## src/rtl/cpu_td_pkg.sv

```systemverilog
// ---------------------------------------------------------------------------
// cpu_td_pkg
//   Shared definitions for the cpu_td accumulator CPU.
//   - OPC_W    : width of the opcode field at the top of each instruction word
//   - opcode_e : the instruction set. Any code not listed here executes as a
//                NOP: PC advances and A, B, C and led all hold.
// ---------------------------------------------------------------------------
package cpu_td_pkg;

   localparam int OPC_W = 4;

   typedef enum logic [OPC_W-1:0] {
      OP_ADD_A     = 4'b0000,  // A <= A + imm, C <= carry out
      OP_MOV_A_B   = 4'b0001,  // A <= B
      OP_IN_A      = 4'b0010,  // A <= sw
      OP_MOV_A_IMM = 4'b0011,  // A <= imm
      OP_MOV_B_A   = 4'b0100,  // B <= A
      OP_ADD_B     = 4'b0101,  // B <= B + imm, C <= carry out
      OP_IN_B      = 4'b0110,  // B <= sw
      OP_MOV_B_IMM = 4'b0111,  // B <= imm
      OP_OUT_B     = 4'b1001,  // led <= B
      OP_OUT_IMM   = 4'b1011,  // led <= imm
      OP_JNC       = 4'b1110,  // PC <= imm when C == 0
      OP_JMP       = 4'b1111   // PC <= imm
   } opcode_e;

endpackage

```

## src/rtl/cpu_td_reg_n.sv

```systemverilog
// ---------------------------------------------------------------------------
// reg_n
//   W-bit register with load enable and an asynchronous active-low clear.
//   It is the architectural storage element of cpu_td: one instance each
//   holds A, B, led, PC and the carry flag (W = 1).
// Ports
//   clk    in  1   rising-edge clock
//   n_rst  in  1   asynchronous active-low clear (q -> 0 immediately)
//   en     in  1   load enable; q holds when low
//   d      in  W   next value
//   q      out W   current value
// ---------------------------------------------------------------------------
module reg_n #(
   parameter int W = 1
) (
   input  logic         clk,
   input  logic         n_rst,
   input  logic         en,
   input  logic [W-1:0] d,
   output logic [W-1:0] q
);

   always_ff @(posedge clk or negedge n_rst) begin
      if (!n_rst) begin
         q <= '0;
      end else if (en) begin
         q <= d;
      end
   end

endmodule

```

## src/rtl/cpu_td.sv

```systemverilog
// ---------------------------------------------------------------------------
// cpu_td
//   Single-cycle accumulator CPU. Every rising clock edge retires exactly one
//   instruction fetched from an external combinational ROM; there is no
//   pipeline and no stall. This module is only the datapath glue: decode,
//   the shared adder and the next-PC mux. All state lives in reg_n instances.
// Parameters
//   DATA_W  width of A, B, the immediate field, sw and led
//   ADDR_W  PC / ROM address width
// Ports
//   clk    in  1        rising-edge clock
//   n_rst  in  1        asynchronous active-low reset (A, B, C, PC, led -> 0)
//   data   in  INSTR_W  instruction word at addr: {opcode[3:0], imm[DATA_W-1:0]}
//   addr   out ADDR_W   instruction address, equal to PC
//   sw     in  DATA_W   switch input, read only by IN A / IN B
//   led    out DATA_W   output port register, written only by OUT
// ---------------------------------------------------------------------------
module cpu_td
   import cpu_td_pkg::*;
#(
   parameter int  DATA_W  = 4,
   parameter int  ADDR_W  = 4,
   localparam int INSTR_W = OPC_W + DATA_W
) (
   input  logic               clk,
   input  logic               n_rst,
   input  logic [INSTR_W-1:0] data,
   output logic [ADDR_W-1:0]  addr,
   input  logic [DATA_W-1:0]  sw,
   output logic [DATA_W-1:0]  led
);

   // ------------------------------------------------------------------
   // Instruction fields
   // ------------------------------------------------------------------
   opcode_e           opc;
   logic [DATA_W-1:0] imm;

   assign opc = opcode_e'(data[INSTR_W-1 -: OPC_W]);
   assign imm = data[DATA_W-1:0];

   // ------------------------------------------------------------------
   // Architectural state (current values and next-state/enables)
   // ------------------------------------------------------------------
   logic [DATA_W-1:0] a_q,   a_d;
   logic [DATA_W-1:0] b_q,   b_d;
   logic [DATA_W-1:0] led_q, led_d;
   logic [ADDR_W-1:0] pc_q,  pc_d;
   logic              c_q,   c_d;
   logic              a_en, b_en, led_en, c_en;

   // ------------------------------------------------------------------
   // Shared adder: ADD A and ADD B are the only users, so a single
   // DATA_W+1 bit adder with an operand mux serves both. The top bit is
   // the carry out; the low bits are the wrapped result.
   // ------------------------------------------------------------------
   logic [DATA_W-1:0] add_src;
   logic [DATA_W:0]   sum;

   assign add_src = (opc == OP_ADD_B) ? b_q : a_q;
   assign sum     = {1'b0, add_src} + {1'b0, imm};

   // ------------------------------------------------------------------
   // Jump target: immediate fitted to the PC width. A wider immediate is
   // truncated to its low bits, a narrower one is zero-extended.
   // ------------------------------------------------------------------
   logic [ADDR_W-1:0] jmp_target;
   logic [ADDR_W-1:0] pc_inc;

   generate
      if (DATA_W >= ADDR_W) begin : g_target_trunc
         assign jmp_target = imm[ADDR_W-1:0];
      end else begin : g_target_zext
         assign jmp_target = {{(ADDR_W - DATA_W){1'b0}}, imm};
      end
   endgenerate

   // Natural wrap from all-ones back to zero.
   assign pc_inc = pc_q + ADDR_W'(1);

   // ------------------------------------------------------------------
   // Decode. Every listed opcode clears C unless it is an ADD, which
   // writes the carry out instead; an unknown opcode leaves C alone,
   // which is why c_en is dropped only in the default branch.
   // ------------------------------------------------------------------
   always_comb begin
      a_en   = 1'b0;
      a_d    = sum[DATA_W-1:0];
      b_en   = 1'b0;
      b_d    = sum[DATA_W-1:0];
      led_en = 1'b0;
      led_d  = b_q;
      c_en   = 1'b1;
      c_d    = 1'b0;
      pc_d   = pc_inc;

      case (opc)
         OP_ADD_A: begin
            a_en = 1'b1;
            c_d  = sum[DATA_W];
         end
         OP_ADD_B: begin
            b_en = 1'b1;
            c_d  = sum[DATA_W];
         end
         OP_MOV_A_IMM: begin
            a_en = 1'b1;
            a_d  = imm;
         end
         OP_MOV_B_IMM: begin
            b_en = 1'b1;
            b_d  = imm;
         end
         OP_MOV_A_B: begin
            a_en = 1'b1;
            a_d  = b_q;
         end
         OP_MOV_B_A: begin
            b_en = 1'b1;
            b_d  = a_q;
         end
         OP_IN_A: begin
            a_en = 1'b1;
            a_d  = sw;
         end
         OP_IN_B: begin
            b_en = 1'b1;
            b_d  = sw;
         end
         OP_OUT_B: begin
            led_en = 1'b1;
            led_d  = b_q;
         end
         OP_OUT_IMM: begin
            led_en = 1'b1;
            led_d  = imm;
         end
         OP_JMP: begin
            pc_d = jmp_target;
         end
         OP_JNC: begin
            // Tests the registered flag, i.e. the carry left by the
            // previous instruction.
            if (!c_q) begin
               pc_d = jmp_target;
            end
         end
         default: begin
            c_en = 1'b0;
         end
      endcase
   end

   // ------------------------------------------------------------------
   // State registers
   // ------------------------------------------------------------------
   reg_n #(.W(DATA_W)) u_reg_a (
      .clk   (clk),
      .n_rst (n_rst),
      .en    (a_en),
      .d     (a_d),
      .q     (a_q)
   );

   reg_n #(.W(DATA_W)) u_reg_b (
      .clk   (clk),
      .n_rst (n_rst),
      .en    (b_en),
      .d     (b_d),
      .q     (b_q)
   );

   reg_n #(.W(DATA_W)) u_reg_led (
      .clk   (clk),
      .n_rst (n_rst),
      .en    (led_en),
      .d     (led_d),
      .q     (led_q)
   );

   // PC advances on every edge, so its enable is tied high.
   reg_n #(.W(ADDR_W)) u_reg_pc (
      .clk   (clk),
      .n_rst (n_rst),
      .en    (1'b1),
      .d     (pc_d),
      .q     (pc_q)
   );

   reg_n #(.W(1)) u_reg_c (
      .clk   (clk),
      .n_rst (n_rst),
      .en    (c_en),
      .d     (c_d),
      .q     (c_q)
   );

   assign addr = pc_q;
   assign led  = led_q;

endmodule

```

## config.mk

```make
export PLATFORM = sky130hd
export DESIGN_NAME = cpu_td
export DESIGN_NICKNAME = d
export VERILOG_FILES = /design/src/rtl/cpu_td_pkg.sv /design/src/rtl/cpu_td_reg_n.sv /design/src/rtl/cpu_td.sv
export SDC_FILE = /design/constraint.sdc
export NUM_CORES = 1
export LEC_CHECK = 0
export ABC_CLOCK_PERIOD_IN_PS = 2700
export CORE_MARGIN = 4
export CORE_UTILIZATION = 53
export DETAILED_ROUTE_END_ITERATION = 7
export PLACE_DENSITY = 0.79
export SYNTH_ARGS = -nofsm -noshare
export SYNTH_HDL_FRONTEND = slang
export SYNTH_HIERARCHICAL = 1
export SYNTH_SLANG_ARGS = --single-unit
```

## constraint.sdc

```tcl
create_clock -name clk -period 2.7 [get_ports clk]
set_input_delay 0.405 -clock clk [delete_from_list [all_inputs] [get_ports clk]]
set_output_delay 0.405 -clock clk [all_outputs]
set_load 0.01 [all_outputs]
```

Yosys cells after proc, flatten, opt, wreduce, memory -nomap -nowiden:

Cells that the tools add are included.

* word-level logic and storage cells: 35
* bits of input ports: 14
* register bits after elaboration: 17
* output and inout bits: 8

* equal/unequal tests: 11
* muxes and demuxes: 11
* add/subtract/negate cells: 2
* reduce and logical (&&, ||, !) cells: 6

Operators with widths (number)
* one-hot mux 4 bit (3 select lines): 2
* equality test 4 x 3 -> 1 bit, second input constant: 4
* equality test 4 bit, second input constant: 4
* two-way mux 4 bit: 3
* OR reduction 12 bit: 1
* equality test 4 x 2 -> 1 bit, second input constant: 2
* one-hot mux 4 bit (2 select lines): 1
* OR reduction 4 bit: 2
* adder 4 x 4 -> 5 bit: 1
* two-way mux 1 bit: 5
* adder 4 x 1 -> 4 bit, second input constant: 1
* equality test 4 x 1 -> 1 bit, second input constant: 1
* logical NOT 4 bit: 1
* OR reduction 2 bit: 2

Logic depth before layout (Yosys ltp):

* word-level depth: 4
* gate-level depth with buffers: 10
* mapped depth without buffers: 10

By module:

The synthesis kept the hierarchy.

By module, submodules not included
* cpu_td: cells each 104, seq. area each 0.0 µm², area each 750.7 µm², times used 1
* reg_n at u_reg_a ...: cells each 8, seq. area each 100.1 µm², area each 145.1 µm², times used 4
* reg_n at u_reg_c: cells each 2, seq. area each 25.0 µm², area each 40.0 µm², times used 1

Worst setup path after synthesis:

Ideal clock, no wire load.

* kind: input to register
* start point: input port data[7]
* end point: register u_reg_a.q[2]
* setup time: 0.125 ns
* slack: 0.071 ns
* buffers on the path: 1
* stages: 10
* data required time: 2.575 ns
* arrival time: 2.504 ns
* cells stage by stage: buf_4 -> nand2b_4 -> nor2_2 -> mux2_1 -> ha_1 -> fa_1 -> xnor2_1 -> a21boi_0 -> a211oi_2 -> mux2_2

* longest elaborated chain between the ends: 4
* elaborated cells between the ends (all ways): 10
* those cells by class: 1 x add/sub; 4 x eq/ne; 3 x mux; 2 x reduce/logical

RTL lines
* start: declaration: RTL line cpu_td.sv:27 `input logic [INSTR_W-1:0] data,`
* equality test 4 x 3 -> 1 bit: RTL line cpu_td.sv:60 `assign add_src = (opc == OP_ADD_B) ? b_q : a_q;`
* two-way mux 4 bit: RTL line cpu_td.sv:60
* adder 4 x 4 -> 5 bit: RTL line cpu_td.sv:61 `assign sum = {1'b0, add_src} + {1'b0, imm};`
* one-hot mux 4 bit (3 select lines) *: RTL line cpu_td.sv:97 `case (opc)`
* net a_d[2]: RTL line cpu_td.sv:45 `logic [DATA_W-1:0] a_q, a_d;`
* end signal: assignment: RTL line cpu_td_reg_n.sv:25 `q <= '0;`
* end signal: assignment: RTL line cpu_td_reg_n.sv:27 `q <= d;`
* end: declaration: RTL line cpu_td_reg_n.sv:20 `output logic [W-1:0] q`

The timed path passes the listed nets; every way through them passes the cells marked *.
A chain may end at the register's enable or synchronous reset.

Worst setup path after layout:

* start point: input port data[6]
* end point: register u_reg_a.q[2]

Same word-level chain as after synthesis.

==> key figures <==
Clock network
  • Clock latency of the later-clocked register in the worst-skew pair: about 0.29 ns
  • Post-cts repair resize count: 0
  • TritonCTS clock tree: yes
  • Cts-stage hold buffer count: 0
  • Maximum clock path buffer count: 2
  • # Post-CTS Setup Buffers: 0
  • CTS buffer count: 3
  • Clock transition at path regs: 0.10 ns
  • Number of sinks driven by the clock tree: 17
  • Buffer cell driving the clock tree root: sky130_fd_sc_hd__clkbuf_4
  • H-tree levels: 1

Logic synthesis
  • Part of the Yosys area used for sequential elements: a little under a third
  • Yosys reg bits: 17
  • Cell area after technology mapping: 1371 um2
  • Async SR Flop Fraction: 100.0%
  • Number of different library cells in the post-synthesis netlist: 43
  • Most common cell in the netlist: sky130_fd_sc_hd__mux2_2
  • Area share of the leading cell type in the synthesized netlist: 31.02%
  • Dominant cells by area after synthesis: sky130_fd_sc_hd__dfrtp_1, sky130_fd_sc_hd__mux2_2, sky130_fd_sc_hd__ha_1
  • Avg Cell Area, Syn: between 9 and 10 um2
  • Count of flip-flops with a built-in enable after synthesis: 0
  • Post-synthesis instance total: 138
  • Leading area contributor after synthesis: sky130_fd_sc_hd__dfrtp_1
  • Top flip-flop cell by instance count after synthesis: sky130_fd_sc_hd__dfrtp_1
  • Most instantiated cells after synthesis: sky130_fd_sc_hd__mux2_2, sky130_fd_sc_hd__dfrtp_1, sky130_fd_sc_hd__nand2_1
  • Number of warning messages in the yosys log: 6

Route
  • Number of iterations in the first detailed-routing pass: 4
  • Number of routed nets with antenna violations: 0
  • Per-cell via count in the routed design: 5.781
  • DRC violation total after the first TritonRoute iteration: 51
  • DR DRC count: 0
  • Routed len/inst: about 16 um
  • Count of vias placed by the detailed router: roughly 1,200
  • Routed wire length: 3214 um

Placement
  • Post-detailed-placement half-perimeter wirelength: 2482 um
  • Number of buffers inserted by port buffering: 21
  • Place WS: -0.3049 ns
  • # placed instances: 197
  • Final RePlAce weighted congestion: between 0.9 and 1

Power and ir drop
  • Switching power total: 518.8 uW
  • Internal power contribution: 907.7 uW
  • Maximum VDD drop: roughly 0.67 mV
  • Leakage power summed over all cells: ~0.73 nW
  • Pwr Total: between 1 and 1.5 mW
  • Fraction of power spent switching nets: between 30% and 40%
  • PD cells: 842.0 nW/um2
  • Proportion of power drawn by flip-flops and latches: 34.8%
  • Combinational share of power: 55.6%
  • Clock power frac: 9.6%

Layout
  • Area overhead of the layout relative to synthesis: 23.54%
  • Share of cells above drive strength 1: 26.90%
  • Number of nets in the layout: 193
  • Number of standard cells in the final layout excluding fillers: 201
  • Fill cells: between 200 and 250
  • Post-layout util: 68.38%
  • Antenna diodes: 0

Setup path
  • Number of buffer and inverter instances along the worst setup path: 1
  • Critical-path cell with the highest stage delay: sky130_fd_sc_hd__clkdlybuf4s50_1
  • Cell type group with the largest total delay on the critical path: adder cells
  • Capturing element type of the critical path: flip-flop
  • Maximum fanout count along the critical path: 2
  • Start-to-end type of the worst setup path: in2reg
  • Cell depth of the worst flop-to-flop path: 7
  • Startpoint class of the critical path: primary input
  • CP peak stage delay: 0.52 ns
  • Required time reported for the critical path endpoint: 2.88 ns
  • Arrival time worst endpoint: 2.80 ns
  • Number of cells on the critical path: 10
  • Chain of cells forming the critical path: clkdlybuf4s50_1 -> nand2b_4 -> nor2_2 -> mux2_1 -> ha_1 -> fa_1 -> xnor2_1 -> a21boi_2 -> a211oi_2 -> mux2_2

Global routing
  • Total Routing Usage GR: 21.30%
  • Overall overflow remaining after global route: 0
  • Antenna violations before repair: 0
  • Wire length of the first global-routing pass: 5554 um
  • Pin count of the biggest net entering global routing: 21
  • Vias in the first global route: 1,289

Job
  • Number of max-cap violations: 0

Floorplanning
  • Height of the die: 58.87 um
  • IO Count: 22
  • Core area: 2477 um2
  • Starting density of the core: 55.35%
  • DIE WIDTH: ~59 um
  • Number of rows in the core area: 18
  • Total die area: 3465 um2

Timing
  • Worst setup slack after layout: 0.07560 ns
  • Total negative slack: 0 ns
  • Fin crit period: between 2 and 3 ns
  • Setup violations, final: 0
  • Post-route clock period utilization: 97.20%
  • Final Max Tran Viols: 0
  • Post-route clock skew: 0.005031 ns
  • Slew at the pin closest to its max-slew limit: 0.7942 ns
  • Achievable clock frequency: 0.3810 GHz
  • Slew margin rel.: 46.89%
  • Unrepaired setup endpoints after global routing: false
  • Hold Violations, Final: 0

Worst hold path
  • Worst Hold Path Cells: 1
  • Class of the worst hold path: reg2reg

Run status
  • Result of the run: completed
==> final cells by class <==
type | count | area [um2] | share of cell area [%]
Multi-Input combinational cell | 115 | 903.4 | 53.32
Clock inverter | 1 | 5.005 | 0.2954
Sequential cell | 17 | 425.4 | 25.11
Tap cell | 30 | 37.54 | 2.216
Inverter | 4 | 15.01 | 0.8863
Timing Repair Buffer | 31 | 285.3 | 16.84
Clock buffer | 3 | 22.52 | 1.329
==> state kept, by name, indices dropped and copies added, names as in the netlist <==
name	flops
u_reg_b/q	4
u_reg_led/q	4
u_reg_c/q	1
u_reg_pc/q	4
u_reg_a/q	4
==> worst paths after layout <==
check,startpoint,endpoint,slack (ns)
min in group asynchronous,n_rst,u_reg_a/q[0],0.56
max in group asynchronous,n_rst,u_reg_pc/q[1],1.64
max reg2reg,u_reg_b/q[0],u_reg_a/q[2],0.47
min,u_reg_led/q[1],u_reg_led/q[1],0.52
min reg2reg,u_reg_led/q[1],u_reg_led/q[1],0.52
max,data[6],u_reg_a/q[2],0.08
==> stage by stage <==
stage          area, um2  hold slack [ns]
5_1_grt             1694           0.5428
4_1_cts             1690           0.5332
2_1_floorplan       1383           0.1094
3_5_place_dp        1663           0.5015
3_3_place_gp        1663           0.4893
6_report            1694           0.5215
==> layout by cell type (no fill, tap or decap), drive strengths merged, types with 3 or more instances in the layout <==
cell type	instances
nand2b	5
mux2	25
clkbuf	3
inv	4
o21ai	8
nor2	6
dfrtp	17
ha	6
nand2	16
nand3	7
a21oi	10
conb	4
xnor2	3
clkdlybuf4s50	21
buf	10
==> routing by layer <==
layer	global-route usage [%]	part of all wire [%]	vias to the layer above
li1	-	-	567
met1	24.79	43	549
met2	35.65	49	39
met3	3.947	5.9	7
met4	13.59	1.9	0
met5	0	0	-
==> worst reg2reg max path, stage by stage, from the launching register on <==
cell	delay, ns
sky130_fd_sc_hd__dfrtp_1	0.45
sky130_fd_sc_hd__mux2_1	0.31
sky130_fd_sc_hd__ha_1	0.21
sky130_fd_sc_hd__fa_1	0.41
sky130_fd_sc_hd__xnor2_1	0.20
sky130_fd_sc_hd__a21boi_2	0.20
sky130_fd_sc_hd__a211oi_2	0.05
sky130_fd_sc_hd__mux2_2	0.28
==> power by group through the flow <==
| stage | Sequential (mW) | Combinational, mW | Clock (mW) |
|---|---|---|---|
| floorplan | 0.500 | 0.509 | 0 |
| global placement | 0.497 | 0.756 | 0 |
| detailed placement | 0.501 | 0.787 | 0 |
| CTS | 0.497 | 0.792 | 0.144 |
| global route | 0.522 | 0.873 | 0.158 |
| finish | 0.496 | 0.793 | 0.137 |
==> cell families (layout without fill, tap and decap cells) <==
logic type,Yosys count,count (layout),synth area share [%]
AND/OR/NAND/NOR,40,40,15.69
AO/OA/AOI/OAI,33,33,16.24
multiplexers,27,27,23.08
flip-flops,17,17,31.02
buffers and inverters,9,39,4.196
adder cells (fa/ha/maj),7,7,6.934
XOR/XNOR,4,4,2.555
other,1,4,0.2735
(Power assumes the default switching activity.)
